**config.mk**
```make
export PLATFORM = sky130hd
export DESIGN_NAME = sram_fifo_ctrl
export DESIGN_NICKNAME = d
export VERILOG_FILES = /design/src/rtl/sram_fifo_ctrl.sv
export SDC_FILE = /design/constraint.sdc
export NUM_CORES = 1
export LEC_CHECK = 0
export CORE_MARGIN = 4
export CORE_UTILIZATION = 50
export DETAILED_ROUTE_END_ITERATION = 10
export GPL_ROUTABILITY_DRIVEN = 1
export PLACE_DENSITY = 0.83
export SLEW_MARGIN = 15
export SYNTH_ARGS = -nofsm -noshare
export SYNTH_HDL_FRONTEND = slang
export SYNTH_SLANG_ARGS = --single-unit
```
**constraint.sdc**
```tcl
create_clock -name clk -period 7.54 [get_ports clk]
set_input_delay 1.508 -clock clk [delete_from_list [all_inputs] [get_ports clk]]
set_output_delay 1.508 -clock clk [all_outputs]
set_load 0.01 [all_outputs]
```
**src/rtl/sram_fifo_ctrl.sv**
```systemverilog
// sram_fifo_ctrl: synchronous FIFO controller wrapped around a dual-port SRAM.
// SRAM port 1 is write-only (push side) and port 0 is read-only (pop side).
// The controller owns the pointers and the full/empty logic, plus a 2-entry output
// buffer. The buffer hides the 1-cycle SRAM read latency so that one pop per cycle
// can be sustained.
//
// Ports:
//   clk, rst_n            clock; asynchronous active-low reset
//   flush_i               synchronous clear of all contents (wins over push/pop/issue)
//   wdata_i/wvalid_i/     push handshake
//     wready_o
//   rdata_o/rvalid_o/     pop handshake (head of the output buffer)
//     rready_i
//   count_o               total entries held (SRAM + in-flight read + output buffer)
//   ram_*0                SRAM port 0 (read only; data valid one cycle after enable)
//   ram_*1                SRAM port 1 (write only)
module sram_fifo_ctrl #(
    parameter int unsigned DATA_WIDTH = 32,
    parameter int unsigned DATA_DEPTH = 1024,
    parameter int unsigned AW         = $clog2(DATA_DEPTH)
) (
    input  logic                              clk,
    input  logic                              rst_n,
    input  logic                              flush_i,
    input  logic [DATA_WIDTH-1:0]             wdata_i,
    input  logic                              wvalid_i,
    output logic                              wready_o,
    output logic [DATA_WIDTH-1:0]             rdata_o,
    output logic                              rvalid_o,
    input  logic                              rready_i,
    output logic [$clog2(DATA_DEPTH+3)-1:0]   count_o,
    output logic                              ram_en0_o,
    output logic [AW-1:0]                     ram_addr0_o,
    output logic                              ram_we0_o,
    output logic [DATA_WIDTH-1:0]             ram_wdata0_o,
    input  logic [DATA_WIDTH-1:0]             ram_rdata0_i,
    output logic                              ram_en1_o,
    output logic [AW-1:0]                     ram_addr1_o,
    output logic                              ram_we1_o,
    output logic [DATA_WIDTH-1:0]             ram_wdata1_o
);

    localparam int unsigned CW       = $clog2(DATA_DEPTH + 3);
    localparam logic [AW:0] DepthVal = DATA_DEPTH[AW:0];

    // Pointers carry one extra wrap bit so that full and empty can be told apart.
    logic [AW:0]           wr_ptr_q, wr_ptr_d;
    logic [AW:0]           rd_ptr_q, rd_ptr_d;
    logic                  inflight_q, inflight_d;
    logic [1:0]            ob_count_q, ob_count_d;
    logic                  ob_head_q, ob_head_d;
    logic [DATA_WIDTH-1:0] ob_mem_q [2];
    logic [CW-1:0]         count_q, count_d;

    logic [AW:0] sram_fill;
    logic        push, pop_req, pop, issue, ob_push;

    always_comb begin
        sram_fill = wr_ptr_q - rd_ptr_q;
        wready_o  = ~flush_i & (sram_fill != DepthVal);
        push      = wvalid_i & wready_o;
        rvalid_o  = (ob_count_q != 2'd0);
        rdata_o   = ob_mem_q[ob_head_q];
        pop_req   = rvalid_o & rready_i;
        pop       = pop_req & ~flush_i;
        // Only issue a read if the buffer is guaranteed room for the returning word.
        issue     = ~flush_i & (rd_ptr_q != wr_ptr_q) &
                    (({1'b0, ob_count_q} + {2'b00, inflight_q}) < (3'd2 + {2'b00, pop_req}));
        // Data returning after a flush belongs to the discarded contents.
        ob_push   = inflight_q & ~flush_i;
    end

    always_comb begin
        wr_ptr_d   = wr_ptr_q;
        rd_ptr_d   = rd_ptr_q;
        inflight_d = inflight_q;
        ob_count_d = ob_count_q;
        ob_head_d  = ob_head_q;
        if (flush_i) begin
            wr_ptr_d   = '0;
            rd_ptr_d   = '0;
            inflight_d = 1'b0;
            ob_count_d = 2'd0;
            ob_head_d  = 1'b0;
        end else begin
            wr_ptr_d   = wr_ptr_q + {{AW{1'b0}}, push};
            rd_ptr_d   = rd_ptr_q + {{AW{1'b0}}, issue};
            inflight_d = issue;
            ob_count_d = ob_count_q + {1'b0, ob_push} - {1'b0, pop};
            ob_head_d  = ob_head_q ^ pop;
        end
        count_d = CW'(wr_ptr_d - rd_ptr_d) + CW'(inflight_d) + CW'(ob_count_d);
    end

    always_ff @(posedge clk or negedge rst_n) begin
        if (!rst_n) begin
            wr_ptr_q    <= '0;
            rd_ptr_q    <= '0;
            inflight_q  <= 1'b0;
            ob_count_q  <= 2'd0;
            ob_head_q   <= 1'b0;
            ob_mem_q[0] <= '0;
            ob_mem_q[1] <= '0;
            count_q     <= '0;
        end else begin
            wr_ptr_q   <= wr_ptr_d;
            rd_ptr_q   <= rd_ptr_d;
            inflight_q <= inflight_d;
            ob_count_q <= ob_count_d;
            ob_head_q  <= ob_head_d;
            count_q    <= count_d;
            // An in-flight read implies at most one buffered word, so the tail slot is
            // always free (or freed by a simultaneous pop of the head).
            if (ob_push) begin
                ob_mem_q[ob_head_q ^ ob_count_q[0]] <= ram_rdata0_i;
            end
        end
    end

    assign count_o      = count_q;
    assign ram_en0_o    = issue;
    assign ram_addr0_o  = rd_ptr_q[AW-1:0];
    assign ram_we0_o    = 1'b0;
    assign ram_wdata0_o = '0;
    assign ram_en1_o    = push;
    assign ram_we1_o    = push;
    assign ram_addr1_o  = wr_ptr_q[AW-1:0];
    assign ram_wdata1_o = wdata_i;

endmodule

```
# Word-level counts from Yosys, hierarchy flattened
# Cells that the tools add are included.
# totals
reg_bits	101
latchBits	0
ramBits	0
romBits	0
inputBits	69
word_cells	49
memories	0
# op_classes
addsub	10
n_mul	0
n_div	0
n_lt_le_gt_ge	4
n_eq_ne	2
n_shift	0
mux	11
bitwise_logic	12
reduce_logical	2
# ops
op	n
32-bit two-way mux	4
64-bit bitwise mux	1
11-bit by 1-bit adder with 11-bit output	3
32-bit demux with 1-bit select	1
11-bit two-way mux	2
11-bit subtractor	2
11-bit by 2-bit adder with 11-bit output	1
11-bit != test	1
11-bit != test (second input constant)	1
1-bit AND	7
2-bit greater-or-equal comparator (second input constant)	2
1-bit inverter with 2-bit output	2
2-bit by 1-bit adder with 3-bit output	1
2-bit by 1-bit adder with 3-bit output (first input constant)	1
3-bit < comparator	1
2-bit by 1-bit adder with 2-bit output	1
2-bit by 1-bit < comparator with 1-bit output (second input constant)	1
1-bit two-way mux	2
2-bit two-way mux	1
2-bit nonzero test	1
2-bit by 1-bit subtractor with 2-bit output	1
1-bit bitwise XOR	2
1-bit logical AND	1
1-bit inverter	1

# Logic depth before layout (Yosys ltp)
# depth
word_depth	10
mapped_depth	22

# Worst setup path before layout
# Ideal clock, no wire load.
# synth_timing
path_type	input-to-reg
startpoint	input flush_i
endpoint	register count_q[10] (netlist: count_o[10])
t_arrival_ns	4.788
slack_ns	2.626
cell_stages	18
n_path_buf	3
cell_sequence	buf_4 -> clkbuf_1 -> clkbuf_1 -> nor2_1 -> ha_1 -> inv_1 -> ha_1 -> xnor2_1 -> nor2_1 -> fa_1 -> inv_1 -> fa_1 -> nand2b_1 -> a21boi_0 -> o31ai_1 -> a21oi_1 -> a31oi_1 -> xnor2_1
# synth_via
word_cells_on_any_way	18
classes_between	add/sub: 7; mux: 4; bitwise: 7
# synth_rtl
item	line_no	rtl
start, declared	24	input logic flush_i,
1-bit inverter	65, 70	
1-bit AND	70	ob_push = inflight_q & ~flush_i;
2-bit by 1-bit adder with 2-bit output	89	ob_count_d = ob_count_q + {1'b0, ob_push} - {1'b0, pop};
2-bit by 1-bit subtractor with 2-bit output	89	
2-bit two-way mux *	79	if (flush_i) begin
named net ob_count_d[1]	50	logic [1:0] ob_count_q, ob_count_d;
11-bit by 2-bit adder with 11-bit output *	92	count_d = CW'(wr_ptr_d - rd_ptr_d) + CW'(inflight_d) + CW'(ob_count_d);
named net count_d[10]	53	logic [CW-1:0] count_q, count_d;
end signal, assigned	111	count_q <= count_d;
end, declared	53	
# Mark *: on every way through the listed nets, which the timed path passes. The rest lies on a longest branch.
# A chain may end at the register's enable or synchronous reset.

# Final worst setup path
# layout_timing
startpoint	input flush_i
endpoint	register count_q[10] (netlist: count_o[10])
# layout_via
elab_chain_len	8
word_cells_on_any_way	18
classes_between	add/sub: 7; mux: 4; bitwise: 7
# layout_rtl
item	line_no	rtl
1-bit inverter	60	wready_o = ~flush_i & (sram_fill != DepthVal);
1-bit AND	60	
1-bit AND	61	push = wvalid_i & wready_o;
11-bit by 1-bit adder with 11-bit output	86	wr_ptr_d = wr_ptr_q + {{AW{1'b0}}, push};
11-bit two-way mux *	79	
named net wr_ptr_d[1]	47	logic [AW:0] wr_ptr_q, wr_ptr_d;
11-bit subtractor *	92	
11-bit by 1-bit adder with 11-bit output *	92	
11-bit by 2-bit adder with 11-bit output *	92	
named net count_d[10]	53	
# Marks and branches as above.

==> impl_metrics.py <==
metrics = {
    "status": {
        "status": "finished clean",
    },
    "power_and_ir_drop": {
        "seqPwrFrac_pct": 39.1,
        "peakVddDrop_mv": 0.167,
        "switching_share_pct": 29.8,
        "power.density_nw_per_um2": 297,
        "power.switching_uw": 627,
        "clkPwrFrac_pct": 22.0,
        "power_leakage_nw": 3.20,
        "combPwrFrac_pct": 38.9,
        "power_mw": 2.10,
        "p_int_mw": 1.48,
    },
    "die": {
        "dieArea_um2": 14000,
        "core_area_um2": 12000,
        "die_y_um": 118,
        "row_count": 40,
        "die_width_um": 118,
        "io_pins": 202,
        "initial_utilization_pct": 51.0,
    },
    "setup_path": {
        "cp-end-kind": "register",
        "reg2reg_slack_ps": 2110,
        "cp-start-kind": "primary input",
        "timing.rr.end": "count_o[10]$_DFF_PN0_",
        "crit_arrival_ps": 5860,
        "cp_max_fo": 31,
        "startpoint": "flush_i",
        "cp.required_ps": 7780,
        "crit_path_end": "count_o[10]$_DFF_PN0_",
        "r2r-start": "rd_ptr_q[1]$_DFF_PN0_",
        "r2r_cells": 20,
        "crit_type": "in2reg",
    },
    "place": {
        "port_buffers": 104,
        "placedCellCount": 738,
        "hpwl_mm": 9.30,
        "gp_congestion": 0.873,
    },
    "logic_synthesis": {
        "postSynthCellCount": 552,
        "ys_types": 49,
        "ys.flop_type": "dfrtp_1",
        "synth_edf_count": 0,
        "syn_area_um2": 6100,
        "syn_avg_cell_area_um2": 11.0,
        "synth_fa_ha_area_share_pct": 8.17,
        "synth_area_leader_cell": "dfrtp_1",
        "ys_warn_count": 0,
        "synth_seq_cells": 101,
        "async_reset_ff_share_pct": 100,
        "muxShareOfSynthArea_pct": 17.9,
        "synth_xor_area_share_pct": 4.45,
        "synth_top_family_by_area": "multiplexers",
        "yosysTopAreaCellShare_pct": 41.5,
        "synth-compound-area-share_pct": 5.46,
        "synth_simple_gate_area_share_pct": 8.68,
        "synth-seq-area-share_pct": 41.5,
        "synthTopCellsByArea": "dfrtp_1 41%, mux2_2 18%, buf_4 11%, ha_1 7.2%, xnor2_1 2.9%",
    },
    "clocking": {
        "cts_buffers": 9,
        "post_cts_buffers": 0,
        "ctsResizeCount": 0,
        "cts_buffer_depth": 2,
        "clkSlewWorstSetupHoldPaths_ps": 70,
        "root_buffer": "clkbuf_16",
        "hold_buffers": 0,
        "ctsHtreeMaxLevel": 3,
        "cts_tree": "done",
        "clock_latency_ps": 350,
        "cts_sinks": 101,
    },
    "grt": {
        "grt_pass1_vias": 4291,
        "grt_max_degree": 66,
        "gr-total-overflow": 0,
        "grt.total_usage_pct": 18.2,
        "antenna_found_initial": 0,
        "grt_pass1_wl_mm": 20.8,
    },
    "detailed_routing": {
        "drc": 0,
        "detail-route-antenna-nets": 0,
        "wl_per_cell_um": 16.8,
        "drt_iter0_drc": 223,
        "via_per_inst": 5.36,
        "firstDrtPassIters": 4,
        "wl_mm": 12.7,
        "vias": 4042,
    },
    "layout": {
        "fin_cells": 754,
        "final_cell_mix": "103 x clkdlybuf4s50_1, 101 x dfrtp_1, 95 x mux2_2",
        "multi_input_area_um2": 2850,
        "fin_nets": 709,
        "seq_area_um2": 2530,
        "final_common_cell": "clkdlybuf4s50_1",
        "fillers": 988,
        "antenna-diode-count": 0,
        "drive_above_1_share_pct": 21.9,
        "area_growth_pct": 16.0,
    },
    "timing": {
        "skew_ps": 10.1,
        "setup-tns-final_ps": 0,
        "slew_headroom_pct": 35.7,
        "drv_slew": 0,
        "rsz0062_at_grt": "no",
        "finalCriticalPeriod_ps": 5630,
        "worst_pin_slew_ps": 961,
        "hold_violations": 0,
        "hold_ws_ps": 502,
        "fmaxAchievable_ghz": 0.178,
        "fin_crit_sh_pct": 74.6,
        "setup_viol": 0,
    },
    "hold_path": {
        "hp-class": "reg2reg",
    },
    "flow_run": {
        "maxCapViolations": 0,
    },
}
## worst min-delay path by stage
stage	from	to	slack (ps)	cells after the start
after floorplan	ob_mem_q[35]$_DFFE_PN0P_	ob_mem_q[35]$_DFFE_PN0P_	450	1
after global placement	ob_mem_q[35]$_DFFE_PN0P_	ob_mem_q[35]$_DFFE_PN0P_	460	1
after detailed placement	ob_mem_q[36]$_DFFE_PN0P_	ob_mem_q[36]$_DFFE_PN0P_	490	1
after CTS	ob_mem_q[3]$_DFFE_PN0P_	ob_mem_q[3]$_DFFE_PN0P_	510	1
after global routing	ob_mem_q[3]$_DFFE_PN0P_	ob_mem_q[3]$_DFFE_PN0P_	510	1
final	ob_mem_q[38]$_DFFE_PN0P_	ob_mem_q[38]$_DFFE_PN0P_	500	1
## worst max-delay path: stages
cell             delay [ps]
clkdlybuf4s50_1         910
nand2b_1                360
a21oi_1                 260
ha_1                    240
ha_1                    230
nor2b_1                 160
fa_1                    620
inv_1                    70
fa_1                    450
nand2b_1                150
a21boi_0                250
o31ai_1                 140
a21oi_1                 240
a31oi_1                 130
xnor2_1                 130
## per-stage QoR
stage | utilization [%] | cell area [um2] | setup slack (ps)
after floorplan | - | 6220 | 2630
after global placement | 56.5 | 6760 | 1730
after detailed placement | 56.5 | 6760 | 1580
after CTS | 59.1 | 7070 | 1920
after global routing | 59.1 | 7070 | 1550
final | 59.1 | 7070 | 1910
## flip-flops by register name (all words and copies together), names as in the netlist
register and flops:
inflight_q 1, rd_ptr_q 11, ob_mem_q 64, wr_ptr_q 11
count_o 11, ob_head_q 1, ob_count_q 2
## metal layers
| layer | track usage [%] | up-vias | share of wire (%) |
|---|---|---|---|
| li1 | - | 1861 | - |
| met1 | 23.1 | 2015 | 45 |
| met2 | 30.2 | 130 | 47 |
| met3 | 4.40 | 36 | 6.3 |
| met4 | 6.95 | 0 | 2.0 |
| met5 | 0 | - | 0 |
## power by group through the flow
| stage | Sequential [mW] | Clock, mW | Combinational [mW] |
|---|---|---|---|
| after global placement | 0.817 | 0 | 0.804 |
| after detailed placement | 0.834 | 0 | 0.823 |
| after floorplan | 0.815 | 0 | 0.493 |
| final | 0.822 | 0.462 | 0.818 |
| after global routing | 0.847 | 0.499 | 0.886 |
| after CTS | 0.824 | 0.477 | 0.831 |
## cells by family (layout without fill, tap and decap cells)
group,count (synthesis),after routing
compound gates,49,49
xor+xnor,31,31
fa+ha+maj,38,38
buf+inv,136,159
flops,101,101
mux,97,97
other cells,1,33
simple gates,99,99
## area by class of cell
type,count,area share [%]
Multi-Input combinational cell,347,40.3
Sequential cell,101,35.7
Timing Repair Buffer,108,15.1
Clock buffer,10,3.38
Tap cell,147,2.60
Inverter,35,1.86
Clock inverter,6,0.956
## Yosys cell counts (all sizes together), types with 2 or more instances
library cell / n
o211ai: 2
a21boi: 2
nor2: 23
clkbuf: 7
buf: 94
or3: 3
nand2: 14
nor3: 2
nand3: 9
a21o: 2
fa: 3
dfrtp: 101
a31oi: 3
o21a: 2
and3: 2
nand4: 5
a211oi: 2
xnor2: 20
and2: 3
nor2b: 8
inv: 35
xor2: 11
a21oi: 12
or2: 9
nor4: 5
o31ai: 4
ha: 35
mux2: 97
a41oi: 2
nand2b: 12
o21ai: 10
(Power assumes the default switching activity.)
